===== src/rtl/pixel_pkg.sv =====
// pixel_pkg: shared colour type, frame FSM states and latch colour for the LED frame sequencer
package pixel_pkg;
  typedef logic [23:0] color_t;
  typedef enum logic [1:0] {IDLE, LOAD, SEND, LATCH} state_t;
  localparam color_t LATCH_COLOR = 24'h0;
  function automatic color_t dim_color(color_t c, logic [2:0] s);
    return {c[23:16] >> s, c[15:8] >> s, c[7:0] >> s};
  endfunction
endpackage


===== src/rtl/pixel_frame_ram.sv =====
// pixel_frame_ram: NUM_PX x 24 colour buffer, one write port, one registered read-first read port, no reset
module pixel_frame_ram
  import pixel_pkg::*;
#(
  parameter int NUM_PX = 3,
  localparam int AW = NUM_PX > 1 ? $clog2(NUM_PX) : 1
) (
  input  logic          clk,
  input  logic          wr_en,
  input  logic [AW-1:0] wr_addr,
  input  color_t        wr_data,
  input  logic          rd_en,
  input  logic [AW-1:0] rd_addr,
  output color_t        rd_data
);
  color_t mem [NUM_PX];
  // read data only updates when a read is issued so it holds while the pixel waits for acceptance
  always_ff @(posedge clk) begin
    if (wr_en) mem[wr_addr] <= wr_data;
    if (rd_en) rd_data <= mem[rd_addr];
  end
endmodule


===== src/rtl/pixel_frame_ctrl.sv =====
// pixel_frame_ctrl: streams the colour buffer to pixel_driver on each frame tick, then latches; PIXEL_FRAME_DIM_EN adds brightness shift
module pixel_frame_ctrl
  import pixel_pkg::*;
#(
  parameter int NUM_PX = 3,
  parameter int FRAME_DIV = 266_667,
  localparam int AW = NUM_PX > 1 ? $clog2(NUM_PX) : 1
) (
  input  logic          clk,
  input  logic          rst,
  input  logic          enable,
  input  logic          wr_en,
  input  logic [AW-1:0] wr_addr,
  input  color_t        wr_data,
  input  logic [2:0]    dim,
  output color_t        px_color,
  output logic          px_valid,
  output logic          px_reset,
  input  logic          px_ready,
  output logic          busy,
  output logic          frame_done,
  output logic          overrun
);
  localparam logic [AW-1:0] LAST = AW'(NUM_PX - 1);
  state_t state, state_nx;
  logic [AW-1:0] idx, idx_nx;
  logic [31:0] cnt;
  logic tick;
  color_t rd_data, send_color;
  assign tick = cnt == 32'(FRAME_DIV - 1);
  pixel_frame_ram #(.NUM_PX(NUM_PX)) u_ram (
    .clk(clk),
    .wr_en(wr_en),
    .wr_addr(wr_addr),
    .wr_data(wr_data),
    .rd_en(state == LOAD),
    .rd_addr(idx),
    .rd_data(rd_data)
  );
`ifdef PIXEL_FRAME_DIM_EN
  assign send_color = dim_color(rd_data, dim);
`else
  logic unused_dim;
  assign unused_dim = ^dim;
  assign send_color = rd_data;
`endif
  assign px_valid = state == SEND || state == LATCH;
  assign px_reset = state == LATCH;
  assign px_color = state == SEND ? send_color : LATCH_COLOR;
  assign busy     = state != IDLE;
  // next state: one read bubble per pixel, latch after the last pixel, back to idle once latch is taken
  always_comb begin
    state_nx = state;
    idx_nx = idx;
    case (state)
      IDLE: if (tick && enable) begin
        state_nx = LOAD;
        idx_nx = '0;
      end
      LOAD: state_nx = SEND;
      SEND: if (px_ready) begin
        state_nx = idx == LAST ? LATCH : LOAD;
        idx_nx = idx == LAST ? idx : idx + 1'b1;
      end
      default: if (px_ready) state_nx = IDLE;
    endcase
  end
  // state, frame tick counter, done pulse and sticky overrun flag
  always_ff @(posedge clk) begin
    if (rst) begin
      state <= IDLE;
      idx <= '0;
      cnt <= '0;
      frame_done <= 1'b0;
      overrun <= 1'b0;
    end else begin
      state <= state_nx;
      idx <= idx_nx;
      cnt <= tick ? '0 : cnt + 32'd1;
      frame_done <= state == LATCH && px_ready;
      overrun <= overrun | (tick && busy);
    end
  end
endmodule


===== config.mk =====
export PLATFORM = sky130hd
export DESIGN_NAME = pixel_frame_ctrl
export DESIGN_NICKNAME = d
export VERILOG_FILES = /design/src/rtl/pixel_pkg.sv /design/src/rtl/pixel_frame_ram.sv /design/src/rtl/pixel_frame_ctrl.sv
export SDC_FILE = /design/constraint.sdc
export NUM_CORES = 1
export LEC_CHECK = 0
export BUFFER_PORTS_ARGS = -buffer_cell sky130_fd_sc_hd__buf_2
export CAP_MARGIN = 20
export CORE_MARGIN = 2
export CORE_UTILIZATION = 50
export CTS_BUF_LIST = sky130_fd_sc_hd__clkbuf_8
export CTS_CLUSTER_DIAMETER = 50
export DETAILED_ROUTE_END_ITERATION = 7
export GPL_TIMING_DRIVEN = 0
export PLACE_DENSITY = 0.71
export SETUP_SLACK_MARGIN = 0.02
export SKIP_LAST_GASP = 1
export SYNTH_ARGS = -nofsm -noshare
export SYNTH_HDL_FRONTEND = slang
export SYNTH_SLANG_ARGS = --single-unit

===== constraint.sdc =====
create_clock -name clk -period 2.8 [get_ports clk]
set_input_delay 0 -clock clk [delete_from_list [all_inputs] [get_ports clk]]
set_output_delay 0 -clock clk [all_outputs]
set_load 0.02 [all_outputs]

==> impl_metrics.env <==
export IMPL_min_from="wr_addr[0]"
export IMPL_ant_nets=0
export IMPL_gp_congestion=0.804
export IMPL_hold_end="u_ram.mem[2][17]$_DFFE_PP_"
export IMPL_crit_fanout=10
export IMPL_power_share_clock_pct=37.9
export IMPL_cts_sinks=134
export IMPL_pin_count=63
export IMPL_rr_endpoint="idx[1]$_SDFFE_PP0P_"
export IMPL_switchingPower_mw=0.826
export IMPL_relSlewSlack_pct=44.9
export IMPL_viasPerCell=5.44
export IMPL_drive_gt1_share_pct=19.4
export IMPL_drt_wl_total_um=11200
export IMPL_synth_enable_flop_cells=96
export IMPL_period_share_pct=85.9
export IMPL_worst_slack_ns=0.395
export IMPL_grt_start_max_net_pins=18
export IMPL_p_int_mw=2.93
export IMPL_async_reset_ff_share_pct=0
export IMPL_dr_pass1_iters=4
export IMPL_setup_viol=0
export IMPL_required_ns=3.17
export IMPL_post_place_ws_ns=0.363
export IMPL_p_leak_nw=2.29
export IMPL_start_util_pct=50.8
export IMPL_swShare_pct=22.0
export IMPL_yosys_warnings=0
export IMPL_cp_end_kind="flop"
export IMPL_grt_antenna_before_repair=0
export IMPL_fmax_ghz=0.416
export IMPL_synth_nets=471
export IMPL_min_path_cells=2
export IMPL_cts_root_buffer="clkbuf_8"
export IMPL_drtIter0Drc=276
export IMPL_synth_cells=434
export IMPL_status="completed"
export IMPL_clk_latency_ns=0.45
export IMPL_grt_pass1_wl_um=17900
export IMPL_wire_per_inst_um=16.0
export IMPL_fin_nets=583
export IMPL_numCtsBuffers=17
export IMPL_r2r_setup_slack_ns=0.40
export IMPL_crit_chain="clkbuf_1 > buf_1 > inv_1 > ha_1 > inv_1 > nand3_1 > or3_1 > o21ai_0"
export IMPL_synth_seq_area_share_pct=66.7
export IMPL_vias=3799
export IMPL_slew_violations=0
export IMPL_cpMaxStageDelayCell="buf_1"
export IMPL_dieArea_um2=11800
export IMPL_power_density_nw_per_um2=563
export IMPL_finalHoldViolCount=0
export IMPL_syn_cell_area_um2=5460
export IMPL_drv_cap=0
export IMPL_final_cell_mix="96 x edfxtp_1, 61 x buf_2, 42 x o21ai_0"
export IMPL_r2r_start="idx[0]$_SDFFE_PP0P_"
export IMPL_clock_skew_ns=0.00850
export IMPL_synth_seq_cells=134
export IMPL_coreArea_um2=10700
export IMPL_ir_drop_v=0.000446
export IMPL_total_power_mw=3.76
export IMPL_die_height_um=109
export IMPL_post_cts_setup_buffers=0
export IMPL_fin_util_pct=62.1
export IMPL_dpl_hpwl_um=7440
export IMPL_rsz0062_at_grt="false"
export IMPL_path_common_cell="inv_1"
export IMPL_drc=0
export IMPL_numPortBuffers=59
export IMPL_grt_pass1_vias=3725
export IMPL_min_path_type="in2reg"
export IMPL_cpPeakStageDelay_ns=0.64
export IMPL_comb_power_share_pct=3.7
export IMPL_seq_power_share_pct=58.5
export IMPL_critPathKind="reg2reg"
export IMPL_area_delta_synth_final_pct=22.2
export IMPL_start_kind="flop"
export IMPL_yosysUniqueCellTypes=38
export IMPL_n_antenna_cell=0
export IMPL_cts_max_level=4
export IMPL_syn_avg_cell_area_um2=12.6
export IMPL_arrival_ns=2.78
export IMPL_die_w_um=109
export IMPL_num_rows=38
export IMPL_cts_tree="done"
export IMPL_worst_pin_slew_ns=0.826
export IMPL_grt_overflow=0
export IMPL_path_clk_slew_ns=0.08
export IMPL_clockBufferDepth=2
export IMPL_synth_ff_type="edfxtp_1"
export IMPL_gr_usage_all_layers_pct=20.3
export IMPL_fin_crit_ns=2.40
export IMPL_layout_commonest_cell="edfxtp_1"
export IMPL_reg2reg_depth=8
[per-layer routing]
layer	part of all wire (%)	vias to the layer above	wire, um	global-route usage (%)
met3	5.2	15	576	6.27
met4	1.3	0	150	7.42
met2	49	107	5470	32.9
met5	0	-	0	0
li1	-	1844	-	-
met1	44	1833	4970	25.9
[critical path, delay by kind of cell (launching register included)]
kind	cells	cell delay [ns]
fa+ha+maj	1	0.23
flops	1	0.31
compound gates	1	0.07
buf+inv	4	1.25
simple gates	2	0.46
[what timing repair did]
item	4_1_cts	5_1_grt
gates resized for setup	0	0
hold buffers	29	0
hold endpoints to repair	86	0
[registers in the layout (all words and copies together), names as in the netlist]
name / count
u_ram.mem: 72
cnt: 32
u_ram.rd_data: 24
idx: 2
state: 2
frame_done: 1
overrun: 1
[cells by family (layout without fill, tap and decap cells)]
family | Yosys count | in the layout | synth area share, %
AND/OR/NAND/NOR | 168 | 168 | 17.4
flip-flops | 134 | 134 | 66.7
AO/OA/AOI/OAI | 65 | 65 | 6.35
multiplexers | 28 | 28 | 5.13
buffers and inverters | 24 | 148 | 1.83
XOR/XNOR | 12 | 12 | 1.92
adder cells (fa/ha/maj) | 3 | 3 | 0.687
[power by group through the flow]
stage	registers, mW	logic [mW]	clock network (mW)
2_1_floorplan	2.24	0.0457	0
3_3_place_gp	2.24	0.0880	0
3_5_place_dp	2.24	0.107	0
4_1_cts	2.20	0.138	1.45
5_1_grt	2.20	0.152	1.54
6_report	2.20	0.137	1.42
[Yosys cell counts, types with 2 or more instances]
| cell | instances | area [um2] |
|---|---|---|
| nand3_1 | 11 | 55.1 |
| nor3_1 | 5 | 25.0 |
| nor4_1 | 5 | 31.3 |
| and2_1 | 27 | 169 |
| edfxtp_1 | 96 | 2880 |
| or4_1 | 6 | 45.0 |
| nor2b_1 | 2 | 12.5 |
| nor2_1 | 20 | 75.1 |
| clkbuf_1 | 14 | 52.6 |
| and4_1 | 5 | 43.8 |
| o21ai_0 | 42 | 210 |
| and3_1 | 4 | 25.0 |
| inv_1 | 5 | 18.8 |
| buf_2 | 2 | 10.0 |
| xor2_1 | 10 | 87.6 |
| and3b_1 | 2 | 17.5 |
| a21oi_1 | 17 | 85.1 |
| xnor2_1 | 2 | 17.5 |
| or3_1 | 10 | 62.6 |
| nand2b_1 | 4 | 25.0 |
| mux2i_1 | 28 | 280 |
| buf_1 | 2 | 7.51 |
| nand4_1 | 17 | 106 |
| nand3b_1 | 2 | 15.0 |
| o31ai_1 | 4 | 30.0 |
| ha_1 | 3 | 37.5 |
| nand2_1 | 37 | 139 |
| nor4bb_1 | 2 | 20.0 |
| dfxtp_1 | 38 | 761 |
| or3_2 | 4 | 30.0 |
[layout make-up]
| type | instances | area [um2] |
|---|---|---|
| well taps | 140 | 175 |
| repair buffers | 93 | 682 |
| clock buffers | 17 | 234 |
| plain buffers | 19 | 81.3 |
| multi-input cells | 276 | 1730 |
| fillers | 854 | 4070 |
| flip-flops and latches | 134 | 3640 |
| clock inverters | 14 | 111 |
| inverters | 5 | 18.8 |
[worst max path at each step]
stage | start | end | slack [ns] | cells after the start
CTS | idx[0]$_SDFFE_PP0P_ | idx[0]$_SDFFE_PP0P_ | 0.32 | 8
detailed placement | idx[0]$_SDFFE_PP0P_ | idx[0]$_SDFFE_PP0P_ | 0.36 | 8
finish | idx[0]$_SDFFE_PP0P_ | idx[1]$_SDFFE_PP0P_ | 0.40 | 8
floorplan | wr_addr[0] | u_ram.mem[0][0]$_DFFE_PP_ | 0.53 | 1
global route | idx[0]$_SDFFE_PP0P_ | idx[0]$_SDFFE_PP0P_ | 0.15 | 8
global placement | wr_addr[1] | u_ram.mem[0][17]$_DFFE_PP_ | -0.83 | 2
[stage by stage]
step                TNS (ns)  instance area, um2  instances  hold slack (ns)
floorplan                  0                5460        434           0.0989
global placement      -19.80                5930        633            0.197
detailed placement         0                6040        638            0.203
CTS                        0                6670        698          0.00931
global route               0                6670        698           0.0278
finish                     0                6670        698           0.0302
Power figures use the tool's default switching activity.
